===== config.mk =====
export PLATFORM = sky130hd
export DESIGN_NAME = pipe_stage_reg_flat
export DESIGN_NICKNAME = d
export VERILOG_FILES = /design/src/rtl/pipe_pkg.sv /design/src/rtl/pipe_stage_reg_if.sv /design/src/rtl/pipe_skid_slot.sv /design/src/rtl/pipe_stage_reg.sv /design/src/flat_wrapper.sv
export SDC_FILE = /design/constraint.sdc
export NUM_CORES = 1
export LEC_CHECK = 0
export CORE_ASPECT_RATIO = 1.4
export CORE_MARGIN = 3
export CORE_UTILIZATION = 36
export CTS_CLUSTER_SIZE = 12
export DETAILED_ROUTE_END_ITERATION = 7
export GPL_ROUTABILITY_DRIVEN = 0
export HOLD_SLACK_MARGIN = 0.06
export PLACE_DENSITY = 0.58
export RECOVER_POWER = 50
export SYNTH_ARGS = -nofsm -noshare
export SYNTH_HDL_FRONTEND = slang
export SYNTH_SLANG_ARGS = --single-unit

===== constraint.sdc =====
create_clock -name clock -period 2 [get_ports clock]
set_input_delay 0.4 -clock clock [delete_from_list [all_inputs] [get_ports clock]]
set_output_delay 0.4 -clock clock [all_outputs]
set_load 0.03 [all_outputs]

===== src/rtl/pipe_pkg.sv =====
// Shared definitions for inter-stage pipeline registers: occupancy width,
// state encoding and the payload layout stages use to pack/unpack fields.
package pipe_pkg;

  localparam int OCC_W = 2;

  typedef enum logic [1:0] {
    ST_EMPTY = 2'd0,
    ST_ONE   = 2'd1,
    ST_FULL  = 2'd2
  } pipe_st_e;

  // ID/EX payload layout, LSB first
  localparam int IDEX_CTRL_LSB   = 0;
  localparam int IDEX_CTRL_W     = 8;
  localparam int IDEX_ALUOP_LSB  = 8;
  localparam int IDEX_ALUOP_W    = 4;
  localparam int IDEX_SA_LSB     = 12;
  localparam int IDEX_SA_W       = 5;
  localparam int IDEX_RD_LSB     = 17;
  localparam int IDEX_RT_LSB     = 22;
  localparam int IDEX_RS_LSB     = 27;
  localparam int IDEX_REG_W      = 5;
  localparam int IDEX_SIGEXT_LSB = 32;
  localparam int IDEX_RDATA2_LSB = 64;
  localparam int IDEX_RDATA1_LSB = 96;
  localparam int IDEX_WORD_W     = 32;
  localparam int IDEX_W          = 128;

  function automatic logic [OCC_W-1:0] occ_of(input logic m, input logic s);
    return {1'b0, m} + {1'b0, s};
  endfunction

endpackage


===== src/rtl/pipe_stage_reg_if.sv =====
// Valid/ready/payload channel between pipeline stages.
interface pipe_stage_reg_if #(parameter int DATA_W = 32);
  logic              valid;
  logic              ready;
  logic [DATA_W-1:0] data;

  modport master (output valid, output data, input ready);
  modport slave  (input valid, input data, output ready);
endinterface


===== src/rtl/pipe_skid_slot.sv =====
// One storage slot: payload register plus valid bit. clr squashes the slot
// (and optionally the payload) with priority over the load.
module pipe_skid_slot #(
  parameter int DATA_W      = 32,
  parameter bit CLR_PAYLOAD = 1'b1
) (
  input  logic              clock,
  input  logic              reset,
  input  logic              clr,
  input  logic              ld,
  input  logic              vld_nxt,
  input  logic [DATA_W-1:0] d,
  output logic [DATA_W-1:0] q,
  output logic              vld
);

  always_ff @(posedge clock) begin
    if (!reset || clr) begin
      vld <= 1'b0;
      if (CLR_PAYLOAD) q <= '0;
    end else begin
      vld <= vld_nxt;
      if (ld) q <= d;
    end
  end

endmodule


===== src/rtl/pipe_stage_reg.sv =====
// Parametrised pipeline register with optional 2-entry skid buffer and
// synchronous flush. M drives the output; S catches the item accepted while stalled.
module pipe_stage_reg
  import pipe_pkg::*;
#(
  parameter int DATA_W      = 32,
  parameter bit SKID        = 1'b1,
  parameter bit CLR_PAYLOAD = 1'b1
) (
  input  logic              clock,
  input  logic              reset,
  input  logic              flush,
  pipe_stage_reg_if.slave   up,
  pipe_stage_reg_if.master  dn,
  output logic [OCC_W-1:0]  occupancy
);

  pipe_st_e          st, st_n;
  logic              m_vld, s_vld, m_vn, s_vn;
  logic              m_ld, s_ld, m_from_s;
  logic              acc, con;
  logic [DATA_W-1:0] m_q, s_q, m_d;

  assign acc       = up.valid & up.ready;
  assign con       = m_vld & dn.ready;
  assign m_d       = m_from_s ? s_q : up.data;
  assign dn.valid  = m_vld;
  assign dn.data   = m_q;

  pipe_skid_slot #(.DATA_W(DATA_W), .CLR_PAYLOAD(CLR_PAYLOAD)) u_m (
    .clock, .reset, .clr(flush), .ld(m_ld), .vld_nxt(m_vn),
    .d(m_d), .q(m_q), .vld(m_vld)
  );

  generate
    if (SKID) begin : g_skid
      // ready depends only on the skid flop, never on dn.ready
      assign up.ready = !s_vld;
      pipe_skid_slot #(.DATA_W(DATA_W), .CLR_PAYLOAD(CLR_PAYLOAD)) u_s (
        .clock, .reset, .clr(flush), .ld(s_ld), .vld_nxt(s_vn),
        .d(up.data), .q(s_q), .vld(s_vld)
      );
    end else begin : g_noskid
      assign up.ready = !m_vld | dn.ready;
      assign s_q      = '0;
      assign s_vld    = 1'b0;
    end
  endgenerate

  always_ff @(posedge clock) begin
    if (!reset || flush) begin
      st        <= ST_EMPTY;
      occupancy <= '0;
    end else begin
      st        <= st_n;
      occupancy <= occ_of(m_vn, s_vn);
    end
  end

  // Without a skid slot, accepting in ONE implies consuming, so FULL is unreachable.
  always_comb begin
    st_n     = st;
    m_ld     = 1'b0;
    s_ld     = 1'b0;
    m_from_s = 1'b0;
    m_vn     = m_vld;
    s_vn     = s_vld;
    case (st)
      ST_EMPTY: if (acc) begin
        st_n = ST_ONE;
        m_ld = 1'b1;
        m_vn = 1'b1;
      end
      ST_ONE: begin
        if (acc && con) begin
          m_ld = 1'b1;
        end else if (acc) begin
          st_n = ST_FULL;
          s_ld = 1'b1;
          s_vn = 1'b1;
        end else if (con) begin
          st_n = ST_EMPTY;
          m_vn = 1'b0;
        end
      end
      ST_FULL: if (con) begin
        st_n     = ST_ONE;
        m_ld     = 1'b1;
        m_from_s = 1'b1;
        s_vn     = 1'b0;
      end
      default: begin
        st_n = ST_EMPTY;
        m_vn = 1'b0;
        s_vn = 1'b0;
      end
    endcase
  end

  a_occ_max:   assert property (@(posedge clock) occupancy <= 2'd2);
  a_s_needs_m: assert property (@(posedge clock) !(s_vld && !m_vld));
  a_stall:     assert property (@(posedge clock)
                 (reset && !flush && m_vld && !dn.ready) |=> $stable(m_q));

endmodule

===== src/flat_wrapper.sv =====
// flat-port wrapper written by rule: the top's interface ports become plain ports
module pipe_stage_reg_flat import pipe_pkg::*;
#(
  parameter int DATA_W      = 32,
  parameter bit SKID        = 1'b1,
  parameter bit CLR_PAYLOAD = 1'b1
)
  (clock, reset, flush, occupancy, up_valid, up_data, up_ready, dn_valid, dn_data, dn_ready);
  pipe_stage_reg_if #(.DATA_W(DATA_W)) up_i ();
  pipe_stage_reg_if #(.DATA_W(DATA_W)) dn_i ();
  input  logic clock;
  input  logic reset;
  input  logic flush;
  output logic [OCC_W-1:0] occupancy;
  input wire logic [$bits(up_i.valid)-1:0] up_valid;
  input wire logic [$bits(up_i.data)-1:0] up_data;
  output wire logic [$bits(up_i.ready)-1:0] up_ready;
  output wire logic [$bits(dn_i.valid)-1:0] dn_valid;
  output wire logic [$bits(dn_i.data)-1:0] dn_data;
  input wire logic [$bits(dn_i.ready)-1:0] dn_ready;
  assign up_i.valid = up_valid;
  assign up_i.data = up_data;
  assign up_ready = up_i.ready;
  assign dn_valid = dn_i.valid;
  assign dn_data = dn_i.data;
  assign dn_i.ready = dn_ready;
  pipe_stage_reg #(.DATA_W(DATA_W), .SKID(SKID), .CLR_PAYLOAD(CLR_PAYLOAD)) u_core (.clock(clock), .reset(reset), .flush(flush), .up(up_i), .dn(dn_i), .occupancy(occupancy));
endmodule

==> results of run 1 <==
-- state kept, by name (all words and copies together) (netlist names) --
signal / count
u_core.g_skid.u_s.q: 32
u_core.u_m.q: 32
u_core.occupancy: 2
u_core.st: 2
u_core.g_skid.u_s.vld: 1
u_core.u_m.vld: 1
-- metrics by stage --
stage | setup slack [ns] | instances | power [mW]
6_report | 0.145 | 537 | 3.51
3_5_place_dp | -0.0302 | 521 | 2.03
2_1_floorplan | 0.448 | 372 | 1.79
5_1_grt | 0.0697 | 537 | 3.65
3_3_place_gp | 0.0219 | 521 | 2.03
4_1_cts | 0.00141 | 537 | 3.57
-- final cells by class --
class	instances	area [um^2]
Clock buffer	13	270
Clock inverter	3	17.5
Fill cell	796	4070
Inverter	4	15.0
Multi-Input combinational cell	253	1470
Sequential cell	70	1400
Tap cell	102	128
Timing Repair Buffer	92	970
-- metal layers --
| metal | wire [um] | up-vias | part of all wire (%) | global-route usage [%] |
|---|---|---|---|---|
| met5 | 0 | - | 0 | 0 |
| met4 | 127 | 0 | 1.4 | 7.29 |
| met3 | 474 | 9 | 5.4 | 3.85 |
| met2 | 4470 | 85 | 51 | 30.2 |
| met1 | 3780 | 1438 | 43 | 23.5 |
| li1 | - | 1483 | - | - |
-- worst reg2reg max path: stages (launching register included) --
cell and delay (ns):
dfxtp_1 0.46, a21boi_2 0.35, clkbuf_2 0.50, nand3_1 0.14, a21oi_1 0.15
-- report_power, final --
group          internal, mW  leakage [nW]  total (mW)  switching [mW]
clock                 0.936         0.142        1.52           0.582
combinational         0.233         0.774       0.519           0.286
sequential             1.44         0.569        1.47          0.0298
total                  2.61          1.48        3.51           0.898
-- cell usage in the layout, fill, tap and decap left out, types with 2 or more instances in the layout --
cell type,count
nand3_1,34
a211oi_1,32
inv_1,4
clkbuf_2,3
a21oi_1,33
clkdlybuf4s50_1,69
o21ai_0,34
clkinv_2,2
dlygate4sd3_1,2
nor2_1,2
clkbuf_16,9
clkbuf_1,2
nand2_1,66
a311oi_1,32
nand2b_1,2
nand3b_1,2
buf_4,8
buf_12,9
nor2b_1,2
clkbuf_8,3
dfxtp_1,70
-- cell families after synthesis --
group | synth area share, %
compound gates | 28.9
simple gates | 16.9
flops | 44.2
buf+inv | 9.24
mux | 0.316
fa+ha+maj | 0.395
-- path summary, 6_finish.rpt --
| check | from | slack [ns] | cells after the start | endpoint |
|---|---|---|---|---|
| worst max-delay path | u_core.g_skid.u_s.vld$_SDFF_PP0_ | 0.14 | 2 | up_ready |
| worst min register to register | u_core.g_skid.u_s.q[31]$_SDFFE_PP0P_ | 0.47 | 2 | u_core.u_m.q[31]$_SDFFE_PP0P_ |
| worst max register to register | u_core.st[0]$_SDFFE_PP0P_ | 0.33 | 4 | u_core.g_skid.u_s.q[25]$_SDFFE_PP0P_ |
| worst min-delay path | u_core.g_skid.u_s.q[31]$_SDFFE_PP0P_ | 0.47 | 2 | u_core.u_m.q[31]$_SDFFE_PP0P_ |
==> flow_metrics.py, run 1 <==
metrics = {
    "status": {
        "status": "complete, no violations",
    },
    "timing": {
        "final.period_utilization_pct": 92.8,
        "fin_skew_ns": 0.00530,
        "relSlewSlack_pct": 58.7,
        "fmax_ghz": 0.539,
        "period_needed_ns": 1.86,
        "finalMaxSlewViolations": 0,
        "final-hold-violation-count": 0,
        "rsz0062_at_grt": "false",
        "whs_ns": 0.470,
        "tightest_slew_ns": 0.619,
        "setup_viol": 0,
        "fin_tns_setup_ns": 0,
    },
    "synth": {
        "synth_cell_types": 31,
        "async_reset_ff_share_pct": 0,
        "synth_commonest_cells": "dfxtp_1, nand2_1, nand3_1, o21ai_0, a21oi_1",
        "syn-num-nets": 410,
        "ys_top_cells_by_area": "dfxtp_1, a311oi_1, nand2_1, a211oi_1, nand3_1",
        "synth_flop_cell": "dfxtp_1",
        "ys_ff_latch": 70,
        "yosys_warnings": 0,
        "netlist_area_mm2": 0.00317,
        "synth_edf_count": 0,
        "synth_area_leader_cell": "dfxtp_1",
        "syn_avg_cell_area_um2": 8.52,
        "yosysMostFrequentCell": "dfxtp_1",
        "yosys.area.top_type_share_pct": 44.2,
        "postSynthCellCount": 372,
        "ys_seq_area_share_pct": 44.2,
    },
    "global_route": {
        "grt_first_pass_wirelength_um": 14600,
        "grt_usage_pct": 18.3,
        "antenna_found_initial": 0,
        "grt_max_degree": 43,
        "overflow": 0,
        "grt_pass1_vias": 2913,
    },
    "worst_setup_path": {
        "cp-start-kind": "register",
        "cp.arrival_ns": 1.46,
        "cpPeakStageDelay_ns": 0.59,
        "path_cells": "inv_1, clkdlybuf4s50_1",
        "endpoint_kind": "primary output",
        "critPathKind": "reg2out",
        "crit_path_max_fanout": 6,
        "cp_top_family": "buffers and inverters",
        "path_buf_inv": 2,
        "cpMaxStageDelayCell": "clkdlybuf4s50_1",
        "required_ns": 1.60,
    },
    "cts": {
        "clk_pin_slew_worst_paths_ns": 0.05,
        "cts_buffers": 9,
        "postCtsSetupBuffers": 0,
        "root_buffer": "clkbuf_16",
        "clk_latency_ns": 0.33,
        "cts_resized": 0,
        "cts_max_path_buffers": 2,
        "clock-sinks": 70,
        "ctsHoldBuffers": 0,
        "cts_tree": "built",
        "h-tree-depth": 3,
    },
    "detailed_routing": {
        "wirelength_um": 8850,
        "drt_iter0_markers": 246,
        "routed-via-count": 3015,
        "drc": 0,
        "via_per_inst": 5.61,
        "ant_nets": 0,
        "wl_per_cell_um": 16.5,
        "dr.pass1.iters": 4,
    },
    "finish": {
        "drive_gt1_share_pct": 9.43,
        "syn_to_final_growth_pct": 34.9,
        "final_core_util_pct": 51.2,
        "finalNetCount": 468,
        "antenna_cells": 0,
        "design_area_mm2": 0.00427,
    },
    "floorplanning": {
        "num_io_pins": 73,
        "initial_core_util_pct": 38.0,
        "die_h_um": 117,
        "die_width_um": 85.3,
        "num_rows": 39,
        "die_area_mm2": 0.00998,
        "core_mm2": 0.00834,
    },
    "run": {
        "maxCapViolCount": 0,
    },
    "pwr": {
        "leakagePower_nw": 1.48,
        "vdd_drop_max_v": 0.000453,
        "power_density_mw_per_mm2": 821,
    },
    "placed_design": {
        "hpwl_um": 5600,
        "placed_cell_area_mm2": 0.00402,
        "io_buffers": 72,
    },
    "hold_path": {
        "hold_class": "reg2reg",
    },
}
Note: power is estimated with default switching activity, not from simulation.
==> run 2, diff against run 1 <==
--- a/config.mk
+++ b/config.mk
@@ -12,7 +12,7 @@
 export DETAILED_ROUTE_END_ITERATION = 7
 export GPL_ROUTABILITY_DRIVEN = 0
 export HOLD_SLACK_MARGIN = 0.06
-export PLACE_DENSITY = 0.58
+export PLACE_DENSITY = 0.6
 export RECOVER_POWER = 50
 export SYNTH_ARGS = -nofsm -noshare
 export SYNTH_HDL_FRONTEND = slang
==> constraint.sdc (replaced) <==
create_clock -name clock -period 1.6 [get_ports clock]
set_input_delay 0.32 -clock clock [delete_from_list [all_inputs] [get_ports clock]]
set_output_delay 0.32 -clock clock [all_outputs]
set_load 0.03 [all_outputs]
==> flow_metrics.py, run 2 (synthesis results as in run 1) <==
metrics = {
    "worst_setup_path": {
        "cpPeakStageDelay_ns": 0.51,
        "reg2reg_to": "u_core.u_m.q[12]$_SDFFE_PP0P_",
        "required_ns": 1.83,
        "path_cells": "clkdlybuf4s50_1, nor3b_4, buf_4, buf_12, a211oi_1, a311oi_1",
        "cp.arrival_ns": 1.77,
        "cp-startpoint": "up_valid",
        "ff2ff_path_depth": 4,
        "cpMaxStageDelayCell": "clkdlybuf4s50_1",
        "endpoint_kind": "register",
        "rrSetupSlack_ns": 0.10,
        "critPathKind": "in2reg",
        "rr_startpoint": "u_core.st[1]$_SDFFE_PP0P_",
        "crit_path_max_fanout": 21,
        "cp-start-kind": "primary input",
    },
    "floorplanning": {
        "core_mm2": 0.00834,
        "die_area_mm2": 0.00998,
        "die_h_um": 117,
        "num_rows": 39,
        "num_io_pins": 73,
        "initial_core_util_pct": 38.0,
        "die_width_um": 85.3,
    },
    "hold_path": {
        "hold_class": "reg2reg",
        "min_path_cells": 2,
        "min_to": "u_core.u_m.q[3]$_SDFFE_PP0P_",
        "min_from": "u_core.g_skid.u_s.q[3]$_SDFFE_PP0P_",
    },
    "timing": {
        "final.period_utilization_pct": 96.1,
        "tightest_slew_ns": 0.319,
        "period_needed_ns": 1.54,
        "relSlewSlack_pct": 78.8,
        "fin_tns_setup_ns": 0,
        "finalMaxSlewViolations": 0,
        "fin_skew_ns": 0.00868,
        "final-hold-violation-count": 0,
        "setup_viol": 0,
        "fmax_ghz": 0.650,
    },
    "finish": {
        "largestRegisters": "u_core.g_skid.u_s.q: 32 flops, u_core.u_m.q: 32 flops",
        "syn_to_final_growth_pct": 41.2,
        "fill_cells": 761,
        "antenna_cells": 0,
        "final_core_util_pct": 53.6,
        "drive_gt1_share_pct": 14.1,
        "layout_common_cells": "dfxtp_1, nand2_1, dlygate4sd2_1, clkdlybuf4s50_1, nand3_1",
        "finalNetCount": 488,
        "mostFrequentLayoutCell": "dfxtp_1",
    },
    "detailed_routing": {
        "wl_met3_um": 478,
        "route.met2.wl_um": 4680,
        "dr.pass1.iters": 4,
        "drc": 0,
        "wl_per_cell_um": 16.4,
        "via_per_inst": 5.61,
        "drt-met1-wl_um": 3790,
        "wirelength_um": 9150,
        "topRoutingLayerUsed": "met4",
        "drt_iter0_markers": 248,
        "routed-via-count": 3123,
        "ant_nets": 0,
    },
    "status": {
        "status": "complete, no violations",
    },
    "pwr": {
        "power_density_mw_per_mm2": 1040,
        "finalPower_mw": 4.66,
        "vdd_drop_max_v": 0.000749,
        "leakagePower_nw": 1.76,
    },
    "cts": {
        "clk_pin_slew_worst_paths_ns": 0.06,
        "cts_tree": "built",
        "clock-sinks": 70,
        "root_buffer": "clkbuf_16",
        "cts_buffers": 9,
        "h-tree-depth": 3,
        "ctsHoldBuffers": 0,
        "cts_max_path_buffers": 2,
        "clk_latency_ns": 0.33,
    },
    "global_route": {
        "grt_first_pass_wirelength_um": 14400,
        "grt_usage_pct": 18.1,
        "overflow": 0,
        "grt_max_degree": 43,
        "antenna_found_initial": 0,
        "grt_pass1_vias": 2931,
    },
    "placed_design": {
        "io_buffers": 72,
        "hpwl_um": 5770,
    },
    "run": {
        "maxCapViolCount": 0,
    },
}
==> run 2: stage by stage <==
stage / instance area [um^2] / cells / hold WS (ns) / setup WS, ns
global placement: 4130 / 537 / 0.457 / -0.269
floorplan: 3170 / 372 / 0.454 / 0.0479
global route: 4470 / 557 / 0.491 / -0.00261
CTS: 4410 / 553 / 0.474 / 0.0449
detailed placement: 4130 / 537 / 0.467 / -0.297
finish: 4470 / 557 / 0.473 / 0.0624
==> run 2: layer usage <==
metal / vias up / GRT usage (%)
li1: 1523 / -
met5: - / 0
met2: 90 / 31.0
met3: 14 / 3.36
met1: 1496 / 21.5
met4: 0 / 9.29
==> run 2: worst max path at each step <==
| stage | to | slack, ns | cells after the start |
|---|---|---|---|
| 2_1_floorplan | u_core.u_m.q[10]$_SDFFE_PP0P_ | 0.05 | 6 |
| 3_3_place_gp | u_core.u_m.q[9]$_SDFFE_PP0P_ | -0.27 | 5 |
| 3_5_place_dp | u_core.u_m.q[14]$_SDFFE_PP0P_ | -0.30 | 5 |
| 4_1_cts | u_core.u_m.q[14]$_SDFFE_PP0P_ | 0.04 | 5 |
| 5_1_grt | u_core.g_skid.u_s.q[20]$_SDFFE_PP0P_ | -0.003 | 7 |
| 6_report | u_core.u_m.q[20]$_SDFFE_PP0P_ | 0.06 | 6 |
==> run 2: area by class of cell <==
class                           count  area, um^2  share of cell area, %
Multi-Input combinational cell    253        1490                   33.3
Sequential cell                    70        1400                   31.3
Timing Repair Buffer              112        1120                   24.9
Clock buffer                       10         229                   5.12
Tap cell                          102         128                   2.85
Clock inverter                      6        95.1                   2.13
Inverter                            4        15.0                  0.336
==> run 2: critical path: cells and delay by family <==
family | cells | cell delay [ns]
compound gates | 2 | 0.35
buf+inv | 3 | 0.84
simple gates | 1 | 0.27
==> run 2: timing repair <==
action                     4_1_cts  5_1_grt
resized for setup               36        7
setup buffers                    0        3
pin swaps                        0        8
setup endpoints to repair       36       31
gates cloned                     0        1
==> run 2: power by group <==
part | switching (mW) | internal [mW]
registers | 0.0324 | 1.80
clock network | 0.760 | 1.38
logic | 0.379 | 0.315
total | 1.17 | 3.49
==> run 3, diff against run 2 <==
--- a/config.mk
+++ b/config.mk
@@ -11,6 +11,7 @@
 export CTS_CLUSTER_SIZE = 12
 export DETAILED_ROUTE_END_ITERATION = 7
 export GPL_ROUTABILITY_DRIVEN = 0
+export GPL_TIMING_DRIVEN = 0
 export HOLD_SLACK_MARGIN = 0.06
 export PLACE_DENSITY = 0.6
 export RECOVER_POWER = 50
==> flow_metrics.py, run 3 (synthesis results as in run 1) <==
metrics = {
    "timing": {
        "tightest_slew_ns": 0.516,
        "fin_skew_ns": 0.00624,
        "rsz0062_at_grt": "true",
        "final.period_utilization_pct": 96.4,
        "worst_slack_ns": 0.0580,
        "final-hold-violation-count": 0,
        "relSlewSlack_pct": 65.6,
        "finalMaxSlewViolations": 0,
        "setup_viol": 0,
        "period_needed_ns": 1.54,
        "fmax_ghz": 0.649,
    },
    "worst_setup_path": {
        "critPathKind": "reg2reg",
        "ff2ff_path_depth": 5,
        "cp-start-kind": "register",
        "cpMaxStageDelayCell": "or3b_4",
        "cp.arrival_ns": 1.73,
        "cpPeakStageDelay_ns": 0.45,
        "cp_top_family": "simple AND/OR/NAND/NOR gates",
        "crit_path_max_fanout": 10,
        "path_cells": "buf_6, or3b_4, o21ai_4, buf_6, a311oi_1",
        "required_ns": 1.79,
        "rr_startpoint": "u_core.st[1]$_SDFFE_PP0P_",
        "critical_path.most_common_cell": "buf_6",
        "path_buf_inv": 2,
        "endpoint_kind": "register",
        "rrSetupSlack_ns": 0.06,
        "reg2reg_to": "u_core.u_m.q[1]$_SDFFE_PP0P_",
    },
    "floorplanning": {
        "core_mm2": 0.00834,
        "num_rows": 39,
        "die_area_mm2": 0.00998,
        "num_io_pins": 73,
        "die_h_um": 117,
        "initial_core_util_pct": 38.0,
        "die_width_um": 85.3,
    },
    "finish": {
        "design_area_mm2": 0.00435,
        "mostFrequentLayoutCell": "dfxtp_1",
        "antenna_cells": 0,
        "finalNetCount": 497,
        "largestRegisters": "u_core.g_skid.u_s.q: 32 flops, u_core.u_m.q: 32 flops",
        "fill_cells": 835,
        "syn_to_final_growth_pct": 37.2,
        "layout_common_cells": "dfxtp_1, nand2_1, dlygate4sd2_1, nand3_1, clkdlybuf4s50_1",
        "drive_gt1_share_pct": 14.3,
    },
    "pwr": {
        "power_density_mw_per_mm2": 1000,
        "vdd_drop_max_v": 0.000696,
        "leakagePower_nw": 1.71,
    },
    "detailed_routing": {
        "wl_per_cell_um": 16.1,
        "wirelength_um": 9100,
        "via_per_inst": 5.48,
        "routed-via-count": 3093,
        "ant_nets": 0,
        "dr.pass1.iters": 5,
        "drt_iter0_markers": 179,
        "drc": 0,
    },
    "cts": {
        "clock-sinks": 70,
        "clk_latency_ns": 0.33,
        "cts_max_path_buffers": 2,
        "root_buffer": "clkbuf_16",
        "h-tree-depth": 3,
        "clk_pin_slew_worst_paths_ns": 0.06,
        "cts_buffers": 9,
        "cts_tree": "built",
    },
    "placed_design": {
        "placed_cell_area_mm2": 0.00401,
        "io_buffers": 71,
        "pre_cts_ws_ns": -0.616,
        "hpwl_um": 6340,
    },
    "run": {
        "maxCapViolCount": 0,
    },
    "status": {
        "status": "complete, no violations",
    },
    "global_route": {
        "grt_pass1_vias": 2926,
        "grt_usage_pct": 18.5,
        "grt_max_degree": 17,
        "grt_first_pass_wirelength_um": 14500,
        "overflow": 0,
        "antenna_found_initial": 0,
    },
    "hold_path": {
        "hold_class": "reg2reg",
        "min_from": "u_core.g_skid.u_s.q[22]$_SDFFE_PP0P_",
        "min_to": "u_core.g_skid.u_s.q[22]$_SDFFE_PP0P_",
        "min_path_cells": 2,
    },
}
## run 3: area by class of cell
type / instances / area, um^2 / area share (%)
sequential: 70 / 1400 / 32.2
timing repair buffer: 77 / 713 / 16.4
multi-input combinational: 253 / 1490 / 34.3
tap: 102 / 128 / 2.94
inverter: 4 / 15.0 / 0.345
clock inverter: 1 / 5.00 / 0.115
clock buffer: 13 / 270 / 6.22
buffer: 44 / 322 / 7.40
## run 3: per-stage QoR
stage          instances  util [%]  hold WS [ns]  power (mW)  setup TNS (ns)
6_report             564      52.1         0.472        4.34               0
5_1_grt              564      52.1         0.488        4.51          -0.204
4_1_cts              562      51.4         0.473        4.36               0
3_5_place_dp         545      48.0         0.467        2.52          -27.19
3_3_place_gp         545      48.0         0.460        2.52          -26.64
2_1_floorplan        372         -         0.454        2.24               0
## run 3: worst max path at each step
stage | startpoint | endpoint | slack [ns] | cells past startpoint
global placement | up_valid | u_core.occupancy[0]$_SDFF_PP0_ | -0.61 | 9
detailed placement | up_valid | u_core.occupancy[0]$_SDFF_PP0_ | -0.62 | 9
floorplan | u_core.u_m.vld$_SDFF_PP0_ | u_core.u_m.q[10]$_SDFFE_PP0P_ | 0.05 | 6
global route | u_core.st[1]$_SDFFE_PP0P_ | u_core.occupancy[0]$_SDFF_PP0_ | -0.06 | 9
finish | u_core.st[1]$_SDFFE_PP0P_ | u_core.u_m.q[1]$_SDFFE_PP0P_ | 0.06 | 5
CTS | u_core.st[0]$_SDFFE_PP0P_ | u_core.g_skid.u_s.q[25]$_SDFFE_PP0P_ | 0.009 | 5
## run 3: timing repair
action / 4_1_cts / 5_1_grt
setup endpoints to repair: 99 / 63
endpoints found under the hold margin: 0 / 0
setup buffers: 4 / 2
pin swaps: 2 / 4
hold buffers: 0 / 0
gates resized for setup: 48 / 30
## run 3: worst min-delay path, delay by kind of cell, from the launching register on
| kind | cells | cell delay (ns) |
|---|---|---|
| DFF | 1 | 0.30 |
| AOI/OAI and AO/OA | 2 | 0.12 |
## run 3: power breakdown
| part | internal [mW] | switching [mW] |
|---|---|---|
| clock network | 1.16 | 0.700 |
| registers | 1.80 | 0.0273 |
| logic | 0.283 | 0.379 |
## run 3: per-layer routing
metal | vias up | GRT usage, % | routed length [um]
li1 | 1534 | - | -
met1 | 1448 | 23.4 | 4020
met2 | 99 | 31.7 | 4480
met3 | 12 | 3.50 | 468
met4 | 0 | 6.12 | 131
met5 | - | 0 | 0
